## config.mk

```make
export PLATFORM = sky130hd
export DESIGN_NAME = led_scan_controller_flat
export DESIGN_NICKNAME = d
export VERILOG_FILES = /design/src/rtl/led_scan_controller_pkg.sv /design/src/rtl/led_scan_controller_if.sv /design/src/rtl/led_scan_controller_timer.sv /design/src/rtl/led_scan_controller.sv /design/src/flat_wrapper.sv
export SDC_FILE = /design/constraint.sdc
export NUM_CORES = 1
export LEC_CHECK = 0
export ABC_AREA = 1
export CORE_MARGIN = 5
export CORE_UTILIZATION = 50
export CTS_CLUSTER_DIAMETER = 30
export DETAILED_ROUTE_END_ITERATION = 6
export PLACE_DENSITY = 0.75
export SLEW_MARGIN = 15
export SYNTH_ARGS = -nofsm -noshare
export SYNTH_HDL_FRONTEND = slang
export SYNTH_HIERARCHICAL = 1
export SYNTH_SLANG_ARGS = --single-unit
```

## constraint.sdc

```tcl
create_clock -name clk -period 3.92 [get_ports clk]
set_input_delay 0.784 -clock clk [delete_from_list [all_inputs] [get_ports clk]]
set_output_delay 0.784 -clock clk [all_outputs]
set_load 0.005 [all_outputs]
```

## src/rtl/led_scan_controller_pkg.sv

```systemverilog
// Shared types and constants for the LED scan controller.
// Optional feature macro: LED_SCAN_BRIGHT_EN (per-slot duty control).
package led_scan_pkg;

  // Scan FSM states. IDLE keeps the display dark; each digit slot is
  // BLANK (all anodes off while char settles) followed by DRIVE.
  typedef enum logic [1:0] {
    IDLE  = 2'd0,
    BLANK = 2'd1,
    DRIVE = 2'd2
  } led_state_e;

  // All anodes off (common-anode, active-low enables).
  localparam logic [3:0] AN_OFF = 4'b1111;

  // Scan order runs from the leftmost digit down to digit 0.
  localparam logic [1:0] DIGIT_FIRST = 2'd3;
  localparam logic [1:0] DIGIT_LAST  = 2'd0;

  // Select one nibble of the 16-bit display value by digit index.
  function automatic logic [3:0] nibble_of(input logic [15:0] value,
                                           input logic [1:0]  idx);
    return value[{idx, 2'b00} +: 4];
  endfunction

  // Active-low one-hot anode pattern for a digit index.
  function automatic logic [3:0] anode_of(input logic [1:0] idx);
    return ~(4'b0001 << idx);
  endfunction

  // Number of DRIVE cycles with the anode asserted for a brightness code:
  // ((bright + 1) * drive_len) / 8, so code 7 gives the full drive window.
  function automatic int unsigned bright_on_len(input logic [2:0]  bright,
                                                input int unsigned drive_len);
    return ((32'(bright) + 32'd1) * drive_len) >> 3;
  endfunction

endpackage : led_scan_pkg

```

## src/rtl/led_scan_controller_if.sv

```systemverilog
// Bus between the display datapath / board pins and the scan controller.
// Valid/ready semantics: data_valid is a single-cycle strobe with no
// back-pressure; the controller always accepts the value on the cycle the
// strobe is high and the last strobe before a frame boundary wins.
// Optional feature macro: LED_SCAN_BRIGHT_EN adds the 3-bit `bright` input.
interface led_scan_controller_if;
  import led_scan_pkg::*;

  // Datapath side
  logic        enable;
  logic [15:0] data;
  logic        data_valid;
`ifdef LED_SCAN_BRIGHT_EN
  logic [2:0]  bright;
`endif

  // Display side
  logic [3:0]  char;
  logic [3:0]  an;
  logic [1:0]  digit_sel;
  logic        frame_done;

  // Debug visibility of the scan FSM and slot counter
  led_state_e  state_dbg;
  logic [15:0] slot_cnt_dbg;

  // Producer of display values and consumer of the pin outputs.
  modport master (
`ifdef LED_SCAN_BRIGHT_EN
    output bright,
`endif
    output enable, data, data_valid,
    input  char, an, digit_sel, frame_done, state_dbg, slot_cnt_dbg
  );

  // The scan controller itself.
  modport slave (
`ifdef LED_SCAN_BRIGHT_EN
    input  bright,
`endif
    input  enable, data, data_valid,
    output char, an, digit_sel, frame_done, state_dbg, slot_cnt_dbg
  );

endinterface : led_scan_controller_if

```

## src/rtl/led_scan_controller_timer.sv

```systemverilog
// Slot counter for the LED scan controller. Counts cycles inside the current
// phase (BLANK or DRIVE) and flags the last cycle of each phase. The parent
// clears it on every state change, so it never free-runs.
module led_scan_timer #(
  parameter int REFRESH_DIV = 20000,
  parameter int DEAD_CYCLES = 8,
  parameter int CNT_W       = $clog2(REFRESH_DIV)
) (
  input  logic             clk,
  input  logic             reset,
  input  logic             clear,
  output logic [CNT_W-1:0] cnt,
  output logic             blank_end,
  output logic             slot_end
);

  // Highest value the counter may ever hold.
  localparam logic [CNT_W-1:0] CNT_MAX    = CNT_W'(REFRESH_DIV - 1);
  // Last cycle of the blanking phase.
  localparam logic [CNT_W-1:0] BLANK_LAST = CNT_W'(DEAD_CYCLES - 1);
  // Last cycle of the drive phase (counter restarts at DRIVE entry).
  localparam logic [CNT_W-1:0] DRIVE_LAST = CNT_W'(REFRESH_DIV - DEAD_CYCLES - 1);

  // Phase cycle counter; the CNT_MAX guard keeps it bounded even if the
  // parent were ever to miss a clear.
  always_ff @(posedge clk or negedge reset) begin
    if (!reset) begin
      cnt <= '0;
    end else if (clear || (cnt == CNT_MAX)) begin
      cnt <= '0;
    end else begin
      cnt <= cnt + CNT_W'(1);
    end
  end

  // End-of-phase strobes, qualified by the FSM state in the parent.
  always_comb begin
    blank_end = (cnt == BLANK_LAST);
    slot_end  = (cnt == DRIVE_LAST);
  end

endmodule : led_scan_timer

```

## src/rtl/led_scan_controller.sv

```systemverilog
// LED scan controller: time-multiplexes one hex-to-7-segment decoder across
// four common-anode digits, scanning 3,2,1,0 with a blanking dead-time
// before each digit. New display values are double-buffered and only take
// effect at a frame boundary so a frame never tears.
// Optional feature macro: LED_SCAN_BRIGHT_EN (duty control via `bright`).
// REFRESH_DIV must exceed DEAD_CYCLES + 1 and DEAD_CYCLES must be >= 1.
module led_scan_controller
  import led_scan_pkg::*;
#(
  parameter int REFRESH_DIV = 20000,
  parameter int DEAD_CYCLES = 8
) (
  input logic                  clk,
  input logic                  reset,
  led_scan_controller_if.slave bus
);

  localparam int CNT_W = $clog2(REFRESH_DIV);
`ifdef LED_SCAN_BRIGHT_EN
  localparam int unsigned DRIVE_LEN = REFRESH_DIV - DEAD_CYCLES;
`endif

  led_state_e       state;
  led_state_e       state_next;

  logic [CNT_W-1:0] slot_cnt;
  logic             blank_end;
  logic             slot_end;
  logic             cnt_clear;

  logic [15:0]      active_q;
  logic [15:0]      active_next;
  logic [15:0]      pending_q;
  logic             pending_flag;

  logic [1:0]       digit_q;
  logic [1:0]       digit_next;
  logic [3:0]       char_q;

  logic             blank_entry;
  logic             frame_entry;
  logic             drive_on;

  logic [3:0]       an_d;
  logic             frame_done_d;

`ifdef LED_SCAN_BRIGHT_EN
  logic [2:0]       bright_q;
`endif

  led_scan_timer #(
    .REFRESH_DIV (REFRESH_DIV),
    .DEAD_CYCLES (DEAD_CYCLES),
    .CNT_W       (CNT_W)
  ) u_timer (
    .clk       (clk),
    .reset     (reset),
    .clear     (cnt_clear),
    .cnt       (slot_cnt),
    .blank_end (blank_end),
    .slot_end  (slot_end)
  );

  // State register.
  always_ff @(posedge clk or negedge reset) begin
    if (!reset) begin
      state <= IDLE;
    end else begin
      state <= state_next;
    end
  end

  // Next-state logic plus the slot/frame boundary decodes derived from it.
  always_comb begin
    state_next = state;
    if (!bus.enable) begin
      state_next = IDLE;
    end else begin
      unique case (state)
        IDLE:    state_next = BLANK;
        BLANK:   if (blank_end) state_next = DRIVE;
        DRIVE:   if (slot_end)  state_next = BLANK;
        default: state_next = IDLE;
      endcase
    end

    // A new slot starts whenever BLANK is entered from IDLE or DRIVE.
    blank_entry = (state_next == BLANK) && (state != BLANK);
    // From IDLE the scan always restarts at the leftmost digit; 0 wraps to 3.
    digit_next  = (state == DRIVE) ? (digit_q - 2'd1) : DIGIT_FIRST;
    frame_entry = blank_entry && (digit_next == DIGIT_FIRST);

    // At a frame boundary a coincident strobe bypasses the pending buffer.
    active_next = active_q;
    if (frame_entry) begin
      if (bus.data_valid) begin
        active_next = bus.data;
      end else if (pending_flag) begin
        active_next = pending_q;
      end
    end

    // Counter restarts on every phase change and is held at zero in IDLE.
    cnt_clear = (state_next != state) || (state == IDLE);
  end

  // Display buffers and per-slot registers (digit, nibble, brightness).
  always_ff @(posedge clk or negedge reset) begin
    if (!reset) begin
      active_q     <= 16'h0000;
      pending_q    <= 16'h0000;
      pending_flag <= 1'b0;
      digit_q      <= DIGIT_FIRST;
      char_q       <= 4'h0;
`ifdef LED_SCAN_BRIGHT_EN
      bright_q     <= 3'd7;
`endif
    end else begin
      active_q <= active_next;

      if (frame_entry) begin
        pending_flag <= 1'b0;
      end else if (bus.data_valid) begin
        pending_q    <= bus.data;
        pending_flag <= 1'b1;
      end

      if (blank_entry) begin
        digit_q  <= digit_next;
        char_q   <= nibble_of(active_next, digit_next);
`ifdef LED_SCAN_BRIGHT_EN
        bright_q <= bus.bright;
`endif
      end else if (state_next == IDLE) begin
        digit_q <= DIGIT_FIRST;
      end
    end
  end

  // Anode duty window inside DRIVE; full window unless brightness is enabled.
`ifdef LED_SCAN_BRIGHT_EN
  assign drive_on = (32'(slot_cnt) < bright_on_len(bright_q, DRIVE_LEN));
`else
  assign drive_on = 1'b1;
`endif

  // Output decode: anodes only in DRIVE, frame pulse on the final cycle of
  // digit 0 when the frame actually completes.
  always_comb begin
    an_d         = AN_OFF;
    frame_done_d = 1'b0;
    if (state == DRIVE) begin
      if (drive_on) begin
        an_d = anode_of(digit_q);
      end
      if (slot_end && bus.enable && (digit_q == DIGIT_LAST)) begin
        frame_done_d = 1'b1;
      end
    end
  end

  assign bus.char         = char_q;
  assign bus.an           = an_d;
  assign bus.digit_sel    = digit_q;
  assign bus.frame_done   = frame_done_d;
  assign bus.state_dbg    = state;
  assign bus.slot_cnt_dbg = 16'(slot_cnt);

endmodule : led_scan_controller

```

## src/flat_wrapper.sv

```systemverilog
// flat-port wrapper written by rule: the top's interface ports become plain ports
module led_scan_controller_flat import led_scan_pkg::*;
#(
  parameter int REFRESH_DIV = 20000,
  parameter int DEAD_CYCLES = 8
)
  (clk, reset, bus_enable, bus_data, bus_data_valid, bus_char, bus_an, bus_digit_sel, bus_frame_done, bus_state_dbg, bus_slot_cnt_dbg);
  led_scan_controller_if bus_i ();
  input logic clk;
  input logic reset;
  input wire logic [$bits(bus_i.enable)-1:0] bus_enable;
  input wire logic [$bits(bus_i.data)-1:0] bus_data;
  input wire logic [$bits(bus_i.data_valid)-1:0] bus_data_valid;
  output wire logic [$bits(bus_i.char)-1:0] bus_char;
  output wire logic [$bits(bus_i.an)-1:0] bus_an;
  output wire logic [$bits(bus_i.digit_sel)-1:0] bus_digit_sel;
  output wire logic [$bits(bus_i.frame_done)-1:0] bus_frame_done;
  output wire logic [$bits(bus_i.state_dbg)-1:0] bus_state_dbg;
  output wire logic [$bits(bus_i.slot_cnt_dbg)-1:0] bus_slot_cnt_dbg;
  assign bus_i.enable = bus_enable;
  assign bus_i.data = bus_data;
  assign bus_i.data_valid = bus_data_valid;
  assign bus_char = bus_i.char;
  assign bus_an = bus_i.an;
  assign bus_digit_sel = bus_i.digit_sel;
  assign bus_frame_done = bus_i.frame_done;
  assign bus_state_dbg = bus_i.state_dbg;
  assign bus_slot_cnt_dbg = bus_i.slot_cnt_dbg;
  led_scan_controller #(.REFRESH_DIV(REFRESH_DIV), .DEAD_CYCLES(DEAD_CYCLES)) u_core (.clk(clk), .reset(reset), .bus(bus_i));
endmodule
```

Word level (Yosys, flattened, before mapping):

Index checks and enable logic that the tools add are counted.

* output and inout port bits: 29
* input bits: 20
* word-level logic and storage cells: 50
* register bits: 56

* equal/unequal tests: 9
* $add $sub $neg: 2
* multiplexer cells: 16
* reduce and logical (&&, ||, !) cells: 12
* shift operators: 2
* bitwise gates (word level): 2

Operator list (number)
* 16-bit 2-to-1 mux: 3
* 15-bit equality test (second input constant): 2
* 16-bit by 5-bit variable part select with 4-bit output: 1
* 15-bit by 1-bit adder with 15-bit output (second input constant): 1
* 15-bit by 3-bit equality test with 1-bit output (second input constant): 1
* 15-bit 2-to-1 mux: 1
* 2-bit 2-to-1 mux: 6
* 2-bit logical NOT: 3
* 2-bit one-hot mux with 3 select lines: 1
* 2-bit by 1-bit equality test with 1-bit output (second input constant): 2
* 2-bit equality test (second input constant): 2
* 1-bit logical AND: 4
* 1-bit 2-to-1 mux: 4
* 4-bit 2-to-1 mux: 1
* 4-bit inverter: 1
* 2-bit nonzero test: 2
* 1-bit by 2-bit << shifter with 4-bit output (first input constant): 1
* 1-bit logical OR: 2
* 2-bit by 1-bit inequality test with 1-bit output (second input constant): 1
* 2-bit inequality test: 1
* 2-bit AND reduction: 1
* 2-bit by 1-bit subtractor with 2-bit output (second input constant): 1
* 1-bit inverter: 1

Logic depth before layout (Yosys ltp):

Gate-level depths: netlist of the first run.

* depth after elaboration: 9
* gate-level depth with buffers: 14
* depth with buffers taken out: 13

Hierarchy:

The synthesis of the first run kept the hierarchy.

Modules (own cells, without submodules)
* led_scan_controller: area each 2323.5 µm², cells an instance 316, instances 1
* led_scan_timer: area each 864.6 µm², cells an instance 117, instances 1

Worst setup path after synthesis of the first run:

Ideal clock, no wire load.

* path kind: register to register
* start point: reg u_core.u_timer.cnt[0]
* end point: reg u_core.pending_q[10]
* stages on the path, launching flop included: 11
* arrival time: 2.089 ns
* path buffers: 0
* clock period less this slack: 2.216 ns
* required time: 3.792 ns
* setup slack: 1.704 ns
* path through: dfrtp_1 > ha_1 > nand3_1 > nor4_1 > inv_1 > nand2_1 > nand3_4 > inv_4 > nand2_2 > nand2_2 > mux2_1

* cells in the longest elaborated chain, start to end: 9
* elaborated cells between the ends (all ways): 11
* those cells by class: eq/ne: 3; mux: 4; bitwise: 1; reduce/logical: 3

RTL lines
* start: declaration: line led_scan_controller_timer.sv:12 `output logic [CNT_W-1:0] cnt,`
* start signal: assignment: line led_scan_controller_timer.sv:32 `cnt <= cnt + CNT_W'(1);`
* 15-bit equality test: line led_scan_controller_timer.sv:39 `slot_end = (cnt == DRIVE_LAST);`
* via u_core.slot_end: line led_scan_controller.sv:28 `logic slot_end;`
* 2-bit 2-to-1 mux: line led_scan_controller.sv:82 `DRIVE: if (slot_end) state_next = BLANK;`
* 2-bit one-hot mux with 3 select lines: line led_scan_controller.sv:79 `unique case (state)`
* 2-bit 2-to-1 mux: line led_scan_controller.sv:76 `if (!bus.enable) begin`
* 2-bit by 1-bit equality test with 1-bit output: line led_scan_controller.sv:88 `blank_entry = (state_next == BLANK) && (state != BLANK);`
* 1-bit logical AND: line led_scan_controller.sv:88
* 1-bit logical AND: line led_scan_controller.sv:91 `frame_entry = blank_entry && (digit_next == DIGIT_FIRST);`
* 1-bit inverter (no source line)
* 2-bit AND reduction (no source line)
* end signal: assignment: line led_scan_controller.sv:124 `pending_q <= bus.data;`
* end: declaration: line led_scan_controller.sv:33 `logic [15:0] pending_q;`

The timed path passes the listed nets, and every way through them passes these cells.
A chain may end at the register's enable or synchronous reset.

Final worst setup path of the first run:

* start point: reg u_core.u_timer.cnt[1]
* end point: out bus_frame_done

* cells in the longest elaborated chain, start to end: 5

RTL lines
* 15-bit equality test: line led_scan_controller_timer.sv:39
* via u_core.slot_end: line led_scan_controller.sv:28
* 1-bit logical AND (2 in series): line led_scan_controller.sv:156 `if (slot_end && bus.enable && (digit_q == DIGIT_LAST)) begin`
* 1-bit 2-to-1 mux: line led_scan_controller.sv:156
* 1-bit 2-to-1 mux: line led_scan_controller.sv:152 `if (state == DRIVE) begin`
* end: declaration: line flat_wrapper.sv:17 `output wire logic [$bits(bus_i.frame_done)-1:0] bus_frame_done;`

The timed path passes the listed nets, and every way through them passes these cells.

==> results of run 1 <==
## final timing paths
path,startpoint,endpoint,slack [ns],cells past startpoint
hold / removal,reset,u_core/u_timer/cnt[8]$_DFF_PN0_,0.46,1
setup reg to reg,u_core/u_timer/cnt[1]$_DFF_PN0_,u_core/pending_q[11]$_DFFE_PN0P_,0.87,10
min in group clk,u_core/u_timer/cnt[0]$_DFF_PN0_,u_core/u_timer/cnt[0]$_DFF_PN0_,0.49,1
max in group asynchronous,reset,u_core/bus.digit_sel[0]$_DFFE_PN1P_,2.60,2
hold reg to reg,u_core/u_timer/cnt[0]$_DFF_PN0_,u_core/u_timer/cnt[0]$_DFF_PN0_,0.49,1
setup / recovery,u_core/u_timer/cnt[1]$_DFF_PN0_,bus_frame_done,0.70,6
## sequential cells by signal, summed over array words and instances, names as in the netlist
register and count:
u_core/pending_q 16, u_core/pending_flag 1, u_core/bus.state_dbg 2, u_core/bus.digit_sel 2, u_core/u_timer/cnt 15, u_core/bus.char 4, u_core/active_q 16
## kinds of logic after synthesis
family | count (synthesis) | share of synthesized area, %
other | 1 | 0.118
XOR/XNOR | 7 | 1.92
AO/OA/AOI/OAI | 38 | 6.44
buffers and inverters | 76 | 10.1
AND/OR/NAND/NOR | 246 | 34.0
multiplexers | 4 | 1.41
adder cells (fa/ha/maj) | 5 | 1.96
flip-flops | 56 | 44.0
## layer usage
| metal | part of all wire (%) | up-vias |
|---|---|---|
| met2 | 45 | 87 |
| met3 | 6.0 | 13 |
| met5 | 0 | - |
| met4 | 1.9 | 0 |
| met1 | 47 | 1307 |
| li1 | - | 1433 |
## layout make-up
| cell class | count | area [µm²] |
|---|---|---|
| Clock buffer | 6 | 72.6 |
| Multi-Input combinational cell | 301 | 1460 |
| Clock inverter | 2 | 35.0 |
| Inverter | 63 | 239 |
| Fill cell | 594 | 2500 |
| Tap cell | 77 | 96.3 |
| Sequential cell | 56 | 1400 |
| Timing Repair Buffer | 48 | 473 |
## synthesized netlist by cell type (all sizes together), types with 5 or more instances
master | n | area, µm²
a21oi | 13 | 65.1
buf | 10 | 72.6
dfrtp | 54 | 1350
ha | 5 | 62.6
inv | 59 | 224
nand2 | 142 | 541
nand3 | 44 | 248
nand4 | 8 | 50.1
nor2 | 42 | 183
o21ai | 18 | 93.8
xor2 | 5 | 43.8
## worst max-delay path, cell delays in order (launching register included)
cell and delay, ns:
dfrtp_1 0.39, ha_1 0.27, nand3_1 0.15, nor4_1 0.58, nand2_1 0.11, nor2_1 0.11
clkdlybuf4s50_1 0.50
## power by group
group	leakage [nW]	switching, W	total, W	internal, W
clock network	0.0552	0.000189	0.000379	0.000190
logic	1.12	0.000131	0.000231	0.000100
registers	0.685	0.0000380	0.000677	0.000639
total	1.86	0.000358	0.00129	0.000929
## stage by stage
step	hold slack [ns]	worst slack, ns
4_1_cts	0.480	0.711
3_5_place_dp	0.476	0.926
5_1_grt	0.518	0.470
3_3_place_gp	0.471	1.07
2_1_floorplan	0.459	1.70
6_report	0.458	0.696
==> qor.yml, run 1 <==
status: "finished clean"
cts_buffers: 5
syn2layout_area_growth_pct: 18.6
drt-initial-drc-count: 183
grt_max_degree: 30
grt.total_usage_pct: 18.3
cts_tree: "built"
cts_root_buffer: "clkbuf_8"
clk_pin_slew_worst_paths_ns: 0.10
avgSynthCellArea_um2: 7.36
fin_crit_ns: 3.22
fin_crit_sh_pct: 82.3
dp.cells: 545
final_cells: 553
io_pins: 49
relSlewSlack_pct: 53.3
firstDrtPassIters: 4
busiest_layer: "met2"
rsz0062_at_grt: "false"
ir_worst_vdd_mv: 0.227
htreeDepth: 2
routed_wl_um: 7030
dieWidth_um: 89.9
stdcell_area_um2: 3780
drive_gt1_share_pct: 6.30
synthesis.nets: 458
mostFrequentLayoutCell: "nand2_1"
ctsResizeCount: 0
final_util_pct: 60.2
route.detailed.drc: 0
dieArea_um2: 8070
portBuffers: 47
synth-main-ff-cell: "dfrtp_1"
antenna_found_initial: 0
gp_congestion: 0.889
cap_violations: 0
first_global_vias: 2683
grtUsageMet3_pct: 4.26
clock_sinks: 56
synthDistinctLibCells: 35
synth_edf_count: 0
tightest_slew_ns: 0.699
core_um2: 6280
path_max_fanout: 5
std_cell_rows: 29
grt_util_met1_pct: 25.5
ys_async_sr_fraction_pct: 100
yosysSeqAreaShare_pct: 44.0
die_h_um: 89.9
finalSetupViolCount: 0
fin_skew_ns: 0.0122
p_leak_nw: 1.86
clock_latency_ns: 0.32
vias: 2840
start_util_pct: 50.8
slew_viol_final: 0
fmax_ghz: 0.310
cts.path.max_buffers: 2
tns_ns: 0
worstPathRequired_ns: 3.14
antenna_cells: 0
use_met2_pct: 28.0
hp-class: "input port to asynchronous set/reset pin"
crit_arrival_ns: 2.44
dp_hpwl_um: 5180
cp-end-kind: "output port"
final_nets: 500
overflow: 0
startpoint_type: "flip-flop"
cts_setup_buffers: 0
yosys_warnings: 6
wl_per_cell_um: 12.7
grt_pass1_wl_um: 12600
drt-vias-per-instance: 5.14
path_class: "flip-flop to output port"
cts-hold-fix-buffers: 0
ys_seq_elements: 56
synth_cells: 433
finalHoldViolations: 0
p_total_w: 0.00129
drt.antenna.violating_nets: 0
dpl-instance-area_um2: 3670
p_per_area_nw_per_um2: 340
synthesis.area_um2: 3190
final_cell_mix: "139 x nand2_1, 56 x inv_1, 54 x dfrtp_1"
Power figures use the tool's default switching activity.
==> inputs of run 2 (changes only) <==
- CORE_UTILIZATION: 50 -> 49
- PLACE_DENSITY: 0.75 -> 0.77
- clock period: 3.92 -> 2.9 ns (I/O delays scaled with it)
==> run 2 against run 1 <==
  * Clock-buffer cell count up 2
  * Final cell count up 0.72%
  * Core utilization about the same
  * Die area up 1.8%
  * Design area up 1.1%
  * Setup slack worse by 0.50 ns
  * Routed wire length up 1.1%
  * Critical path depth unchanged
  * Highest routed layer unchanged
==> qor.yml, run 2 (synthesis results as in run 1) <==
status: "finished clean"
dpl-instance-area_um2: 3720
cts_buffers: 5
worstPathRequired_ns: 2.32
grt_pass1_wl_um: 12500
dieArea_um2: 8220
fin_crit_sh_pct: 93.2
hp-class: "input port to asynchronous set/reset pin"
fin_skew_ns: 0.00917
drive_gt1_share_pct: 7.29
antenna_found_initial: 0
routed_wl_um: 7110
cp_slowest_cell: "clkdlybuf4s50_1"
clockPowerShare_pct: 26.0
die_h_um: 90.7
firstDrtPassIters: 5
slowest_delay_ns: 0.50
dp_slack_ns: 0.294
clock_latency_ns: 0.30
fin_crit_ns: 2.70
vias: 2853
stdcell_area_um2: 3820
dieWidth_um: 90.7
io_pins: 49
switchingPower_w: 0.000475
cap_violations: 0
grt.total_usage_pct: 17.9
cp-end-kind: "output port"
overflow: 0
rrSetupSlack_ns: 0.50
seq_power_share_pct: 54.4
wl_per_cell_um: 12.8
cp_cell_sequence: "nor2_1, nand3_1, nor4_4, nand2_1, nor2_1, clkdlybuf4s50_1"
r2r_cells: 11
final_nets: 504
drt-vias-per-instance: 5.12
clock_sinks: 56
reg_top3: "u_core/active_q x16, u_core/pending_q x16, u_core/u_timer/cnt x15"
p_leak_nw: 1.87
path_common_cell: "nor2_1"
critPathBufInv: 1
final.setup.worst_slack_ns: 0.196
dp_hpwl_um: 5420
combPwrFrac_pct: 19.6
start_util_pct: 50.2
rsz0062_at_grt: "false"
portBuffers: 47
path_delay_family: "simple AND/OR/NAND/NOR gates"
antenna_cells: 0
tightest_slew_ns: 0.631
cts_tree: "built"
tns_ns: 0
cts.path.max_buffers: 2
r2r-start: "u_core/u_timer/cnt[7]$_DFF_PN0_"
path_max_fanout: 5
p_per_area_nw_per_um2: 438
cts-hold-fix-buffers: 0
route.detailed.drc: 0
crit_arrival_ns: 2.12
startpoint_type: "flip-flop"
std_cell_rows: 29
relSlewSlack_pct: 58.0
htreeDepth: 2
mostFrequentLayoutCell: "nand2_1"
fmax_ghz: 0.370
core_um2: 6350
ir_worst_vdd_mv: 0.220
slew_viol_final: 0
finalHoldViolations: 0
path_class: "flip-flop to output port"
first_global_vias: 2734
finalSetupViolCount: 0
r2r_end: "u_core/bus.char[0]$_DFFE_PN0P_"
drt.antenna.violating_nets: 0
drt-initial-drc-count: 178
clk_pin_slew_worst_paths_ns: 0.10
power.share.switching_pct: 28.3
final_cell_mix: "139 x nand2_1, 56 x inv_1, 54 x dfrtp_1"
cts_root_buffer: "clkbuf_8"
grt_max_degree: 31
gp_congestion: 0.861
internal-power_w: 0.00120
syn2layout_area_growth_pct: 19.9
## run 2: timing repair
action / CTS / global route
gates resized for setup: 1 / 2
setup endpoints to repair: 1 / 1
buffers inserted: 0 / 0
pin swaps: 0 / 1
## run 2: how the worst max path moves through the flow
stage	cells past startpoint	start	slack, ns	endpoint
after CTS	6	u_core/u_timer/cnt[0]$_DFF_PN0_	0.06	bus_frame_done
after global routing	6	u_core/u_timer/cnt[7]$_DFF_PN0_	0.008	bus_frame_done
after detailed placement	11	u_core/u_timer/cnt[0]$_DFF_PN0_	0.29	u_core/bus.char[0]$_DFFE_PN0P_
after floorplan	10	u_core/u_timer/cnt[0]$_DFF_PN0_	0.68	u_core/pending_q[10]$_DFFE_PN0P_
after global placement	6	u_core/u_timer/cnt[0]$_DFF_PN0_	0.32	bus_frame_done
final	6	u_core/u_timer/cnt[7]$_DFF_PN0_	0.20	bus_frame_done
## run 2: power groups by stage
stage	registers [W]	logic [W]	clock network, W
3_5_place_dp	0.000926	0.000328	0
5_1_grt	0.000921	0.000380	0.000492
2_1_floorplan	0.000912	0.000214	0
6_report	0.000912	0.000329	0.000435
4_1_cts	0.000912	0.000330	0.000454
3_3_place_gp	0.000923	0.000320	0
## run 2: final cells by class
cell class | count | area [µm²]
fill | 602 | 2530
multi-input combinational | 301 | 1480
sequential | 56 | 1400
timing repair buffer | 52 | 515
inverter | 63 | 239
tap | 77 | 96.3
clock buffer | 8 | 90.1
## run 2: per-layer routing
metal | global-route usage (%) | vias up | routed length, µm | part of all wire, %
met5 | 0 | - | 0 | 0
met4 | 3.72 | 0 | 29 | 0.41
met3 | 3.08 | 2 | 354 | 5.0
met2 | 30.8 | 74 | 3450 | 49
met1 | 23.5 | 1336 | 3270 | 46
li1 | - | 1441 | - | -
## run 2: through the flow
| stage | hold WS, ns | util [%] | total power (W) | cells |
|---|---|---|---|---|
| after floorplan | 0.284 | - | 0.00113 | 433 |
| after global placement | 0.467 | 58.5 | 0.00124 | 549 |
| after detailed placement | 0.480 | 58.5 | 0.00125 | 549 |
| after CTS | 0.308 | 60.0 | 0.00170 | 557 |
| after global routing | 0.321 | 60.2 | 0.00179 | 557 |
| final | 0.284 | 60.2 | 0.00168 | 557 |
## run 2: worst reg2reg max path: cells and delay by family (launching register included)
kind | cells | cell delay [ns]
simple gates | 9 | 1.71
buf+inv | 1 | 0.07
compound gates | 1 | 0.12
flops | 1 | 0.45
==> edit 1 (settings of run 2) <==
`REFRESH_DIV` is set to 20000 in 3 places; all go to 10000.
--- a/src/rtl/led_scan_controller_timer.sv
+++ b/src/rtl/led_scan_controller_timer.sv
@@ -3,5 +3,5 @@
 // clears it on every state change, so it never free-runs.
 module led_scan_timer #(
-  parameter int REFRESH_DIV = 20000,
+  parameter int REFRESH_DIV = 10000,
   parameter int DEAD_CYCLES = 8,
   parameter int CNT_W       = $clog2(REFRESH_DIV)
--- a/src/rtl/led_scan_controller.sv
+++ b/src/rtl/led_scan_controller.sv
@@ -8,5 +8,5 @@
   import led_scan_pkg::*;
 #(
-  parameter int REFRESH_DIV = 20000,
+  parameter int REFRESH_DIV = 10000,
   parameter int DEAD_CYCLES = 8
 ) (
--- a/src/flat_wrapper.sv
+++ b/src/flat_wrapper.sv
@@ -2,5 +2,5 @@
 module led_scan_controller_flat import led_scan_pkg::*;
 #(
-  parameter int REFRESH_DIV = 20000,
+  parameter int REFRESH_DIV = 10000,
   parameter int DEAD_CYCLES = 8
 )
Check against the original RTL: no difference found for any inputs over 10 cycles, from zero or initial values and one cycle with reset low; that may be too few to reach the edited logic, so the function may still have changed.
==> edit 1 against run 2 <==
Combinational power hardly changed; synthesized cell count is 2.1% lower; die area is 1.7% lower; synthesized area is 2.0% lower; total power is 9.4% higher; count of clock-buffer cells in the layout is 3 lower; routed wire length is 1.1% lower; fmax is 6.9% higher; setup slack better by 0.17 ns; sequential cell count is 1 lower; cell area is 0.79% lower; highest routed layer unchanged.
==> edit 1: results (changes against run 2) <==
CP max FO = 15 (+10)
drt initial violations = 204 (+15%)
Worst EP arrival = 2.76 ns (+0.64 ns)
Layout Nets = 495 (-1.8%)
final hold slack = 0.3717 ns (+0.08724 ns)
status = completed
drt first pass iters = 4 (-1)
total number of vias = 2794 (-2.1%)
Final Skew = 0.01225 ns (+0.003082 ns)
vias in the first global route = 2748 (+0.51%)
gpl congestion = 0.8412 (-2.3%)
Clock group = 604 µW (+39%)
Port-buffer cells = 46 (-2.1%)
Placed Cells = 540 (-1.6%)
Max-slew headroom = 0.4143 (-0.1653)
cell area after synthesis = 3125 µm² (-2.0%)
Place WS = 0.2300 ns (-0.06441 ns)
sequential fraction of the synthesis area = 0.4412 (+0.0008076)
total track usage = 0.1774 (-0.001293)
Crit path largest cell delay = 0.42 ns (-0.08 ns)
largest net degree at the start of global routing = 41 (+32%)
Area contributors post-synth = dfrtp_1, nand2_1, nand3_1
Routed WL = 7031 µm (-1.1%)
synth unique cells = 36 (+2.9%)
Cell Int Power = 1336 µW (+11%)
Crit-path slowest cell = dfrtp_2
share of post-route cells with drive strength above 1 = 0.08493 (+0.01201)
top cells by count, synth = nand2_1, dfrtp_1, inv_1
worst vdd ir = 0.0002261 V (+2.9%)
[edit 1: cells by family (layout without fill, tap and decap cells)]
group / after synthesis / after routing / synth area share
compound gates: 39 / 39 / 0.06725
xor+xnor: 7 / 7 / 0.01962
fa+ha+maj: 5 / 5 / 0.02002
buf+inv: 74 / 120 / 0.1021
flops: 55 / 55 / 0.4412
mux: 4 / 4 / 0.01441
other cells: 1 / 2 / 0.001200
simple gates: 239 / 239 / 0.3343
[edit 1: layout make-up]
type | count | area (µm²)
clock buffers | 5 | 68.82
multi-input cells | 296 | 1450
inverters | 60 | 227.7
well taps | 77 | 96.34
fillers | 598 | 2484
repair buffers | 52 | 503.0
clock inverters | 3 | 67.56
flip-flops and latches | 55 | 1380
[edit 1: repair_timing]
item                       in CTS  in global routing
setup endpoints to repair       1                  9
resized for setup               1                  5
pin swaps                       0                  1
[edit 1: metal layers]
metal,routed length [µm],global-route usage
met1,3132,0.2275
met2,3388,0.2957
met3,368,0.03673
met4,142,0.06452
met5,0,0
[edit 1: worst paths after layout]
path | depth (start not counted) | endpoint | start
min in group clk | 1 | u_core/pending_q[10] | u_core/pending_q[10]
setup / recovery | 14 | u_core/pending_q[7] | u_core/u_timer/cnt[0]
hold reg to reg | 1 | u_core/pending_q[10] | u_core/pending_q[10]
max in group asynchronous | 2 | u_core/pending_q[7] | reset
setup reg to reg | 14 | u_core/pending_q[7] | u_core/u_timer/cnt[0]
hold / removal | 1 | u_core/u_timer/cnt[5] | reset
[edit 1: critical path: cells and delay by family (launching register included)]
family,cells,cell delay (ns)
simple gates,9,1.28
fa+ha+maj,1,0.21
compound gates,1,0.12
flops,1,0.42
buf+inv,3,0.40
==> edit 2 (config.mk and constraints of run 2) <==
Made on the original files. Register the output `bus.slot_cnt_dbg`; this adds one clock of latency there.
--- a/src/rtl/led_scan_controller.sv
+++ b/src/rtl/led_scan_controller.sv
@@ -165,5 +165,7 @@
   assign bus.frame_done   = frame_done_d;
   assign bus.state_dbg    = state;
-  assign bus.slot_cnt_dbg = 16'(slot_cnt);
+  always_ff @(posedge clk) begin
+    bus.slot_cnt_dbg <= 16'(slot_cnt);
+  end
 
 endmodule : led_scan_controller
Formal check against the unedited RTL: not equivalent (a bounded check fails within 4 cycles, from zero or initial values and one cycle with reset low).
==> edit 2 against run 2 <==
Utilization up 1.9 points; clock skew decreased by 0.0012 ns; sequential cell count rose by 15; register-to-register slack got worse by 0.04 ns; cell area rose by 12%; final cell count up 7.4%; synthesized area rose by 9.7%; synthesized cell count up 3.5%; routed wire length increased by 7.2%; setup slack lost 0.067 ns; die area rose by 8.6%; total power increased by 34%.
==> edit 2: results (changes against run 2) <==
vias in the first global route = 2864 (+4.8%)
final hold slack = 0.2569 ns (-0.02758 ns)
Ant. Diodes = 0 (unchanged)
Port-buffer cells = 47 (unchanged)
Worst Max-Slew Pin Slew = 0.6360 ns (+0.005365 ns)
CP top delay family = simple AND/OR/NAND/NOR gates
Filler cells = 612 (+1.7%)
path depth of the worst reg2reg path = 11 (unchanged)
Leak = 0.002048 µW (+9.4%)
fin util = 0.6215 (+0.01933)
Routed WL = 7624 µm (+7.2%)
Final Skew = 0.007932 ns (-0.001234 ns)
Area contributors post-synth = dfrtp_1, nand2_1, dfxtp_1
clk slew on worst S/H paths = 0.07 ns (-0.03 ns)
post-synthesis adder-cell area fraction = 0.01789 (-0.001734)
gpl congestion = 0.8966 (+4.2%)
drt initial violations = 214 (+20%)
drt first pass iters = 5 (unchanged)
sequential fraction of the synthesis area = 0.4873 (+0.04695)
Hold WC Path Type = input port to async pin
synth unique cells = 37 (+5.7%)
top cells by count, synth = nand2_1, inv_1, dfrtp_1
total track usage = 0.1818 (+0.003109)
largest net degree at the start of global routing = 28 (-9.7%)
first-pass GRT wire length = 12820 µm (+2.4%)
reg2reg end = u_core/bus.char[0]
worst vdd ir = 0.0002333 V (+6.2%)
Yosys warning total = 6 (unchanged)
Top FF cell, synth = dfrtp_1
Crit-path slowest cell = clkdlybuf4s50_1
Largest regs = u_core/active_q: 16 flops, u_core/pending_q: 16 flops
status = completed
cts bufs inserted = 9 (+4)
H-tree depth = 3 (+1)
Startpoint Class = flop
Reg-to-Reg Start = u_core/u_timer/cnt[0]
total number of vias = 3008 (+5.4%)
CTS root buf = clkbuf_8
mux contribution to synthesized area = 0.01288 (-0.001249)
hpwl dp = 5465 µm (+0.80%)
Crit path largest cell delay = 0.50 ns (about the same)
DP Area = 4033 µm² (+8.5%)
Worst EP arrival = 2.19 ns (+0.07 ns)
worst skew pair latency = 0.34 ns (+0.04 ns)
CP Capture Point = bus_frame_done
FFs w/ async S/R, synth = 0.7887 (-0.2113)
Layout Nets = 522 (+3.6%)
Syn Nets = 473 (+3.3%)
xor/xnor cell area share of the yosys netlist = 0.01753 (-0.001699)
worst reg2reg setup slack = 0.46 ns (-0.04 ns)
CP max FO = 5 (unchanged)
post-synthesis compound-gate area fraction = 0.05868 (-0.005688)
share of post-route cells with drive strength above 1 = 0.09163 (+0.01872)
initial antenna violation count = 0 (unchanged)
edit 2: final cells by class:
| type | instances | area [µm²] | share of cell area |
|---|---|---|---|
| clock buffer | 11 | 151.4 | 0.03546 |
| clock inverter | 5 | 56.30 | 0.01319 |
| inverter | 63 | 239.0 | 0.05598 |
| multi-input combinational | 301 | 1501 | 0.3517 |
| sequential | 71 | 1705 | 0.3995 |
| tap | 96 | 120.1 | 0.02814 |
| timing repair buffer | 51 | 495.5 | 0.1161 |
edit 2: metrics by stage:
step / cells / setup slack, ns
2_1_floorplan: 448 / 0.7556
3_3_place_gp: 582 / 0.3152
3_5_place_dp: 582 / 0.2773
4_1_cts: 598 / 0.01327
5_1_grt: 598 / 0.01323
6_report: 598 / 0.1291
edit 2: timing repair:
item	in CTS	in global routing
endpoints found under the setup margin	1	1
gates resized for setup	1	4
setup buffers	0	0
edit 2: report_power, final:
group	switching (µW)	total [µW]	internal, µW
Clock	362	805	442
Combinational	185	324	140
Sequential	49.3	1120	1070
Total	597	2250	1650
edit 2: worst register-to-register path, cell delays in order (launching register included):
cell and delay (ns):
dfrtp_2 0.41, ha_4 0.17, nand3_1 0.17, nor4_4 0.37, inv_1 0.07, nand2_1 0.13
nand3_4 0.14, nor2_4 0.41, nand2_1 0.15, nand3_1 0.13, nand3_1 0.09, a21oi_1 0.14
edit 2: per-layer routing:
metal  global-route usage  wire, µm
met5                    0         0
met4              0.07692       125
met3              0.03267       522
met2               0.2943      3551
met1               0.2400      3426
edit 2: cells by family after synthesis:
logic type | after synthesis
and+or+nand+nor | 246
xor gates and xnor gates | 7
adders and majority gates | 5
DFF | 71
AOI/OAI and AO/OA | 38
muxes | 4
other | 1
buffers and inverters | 76
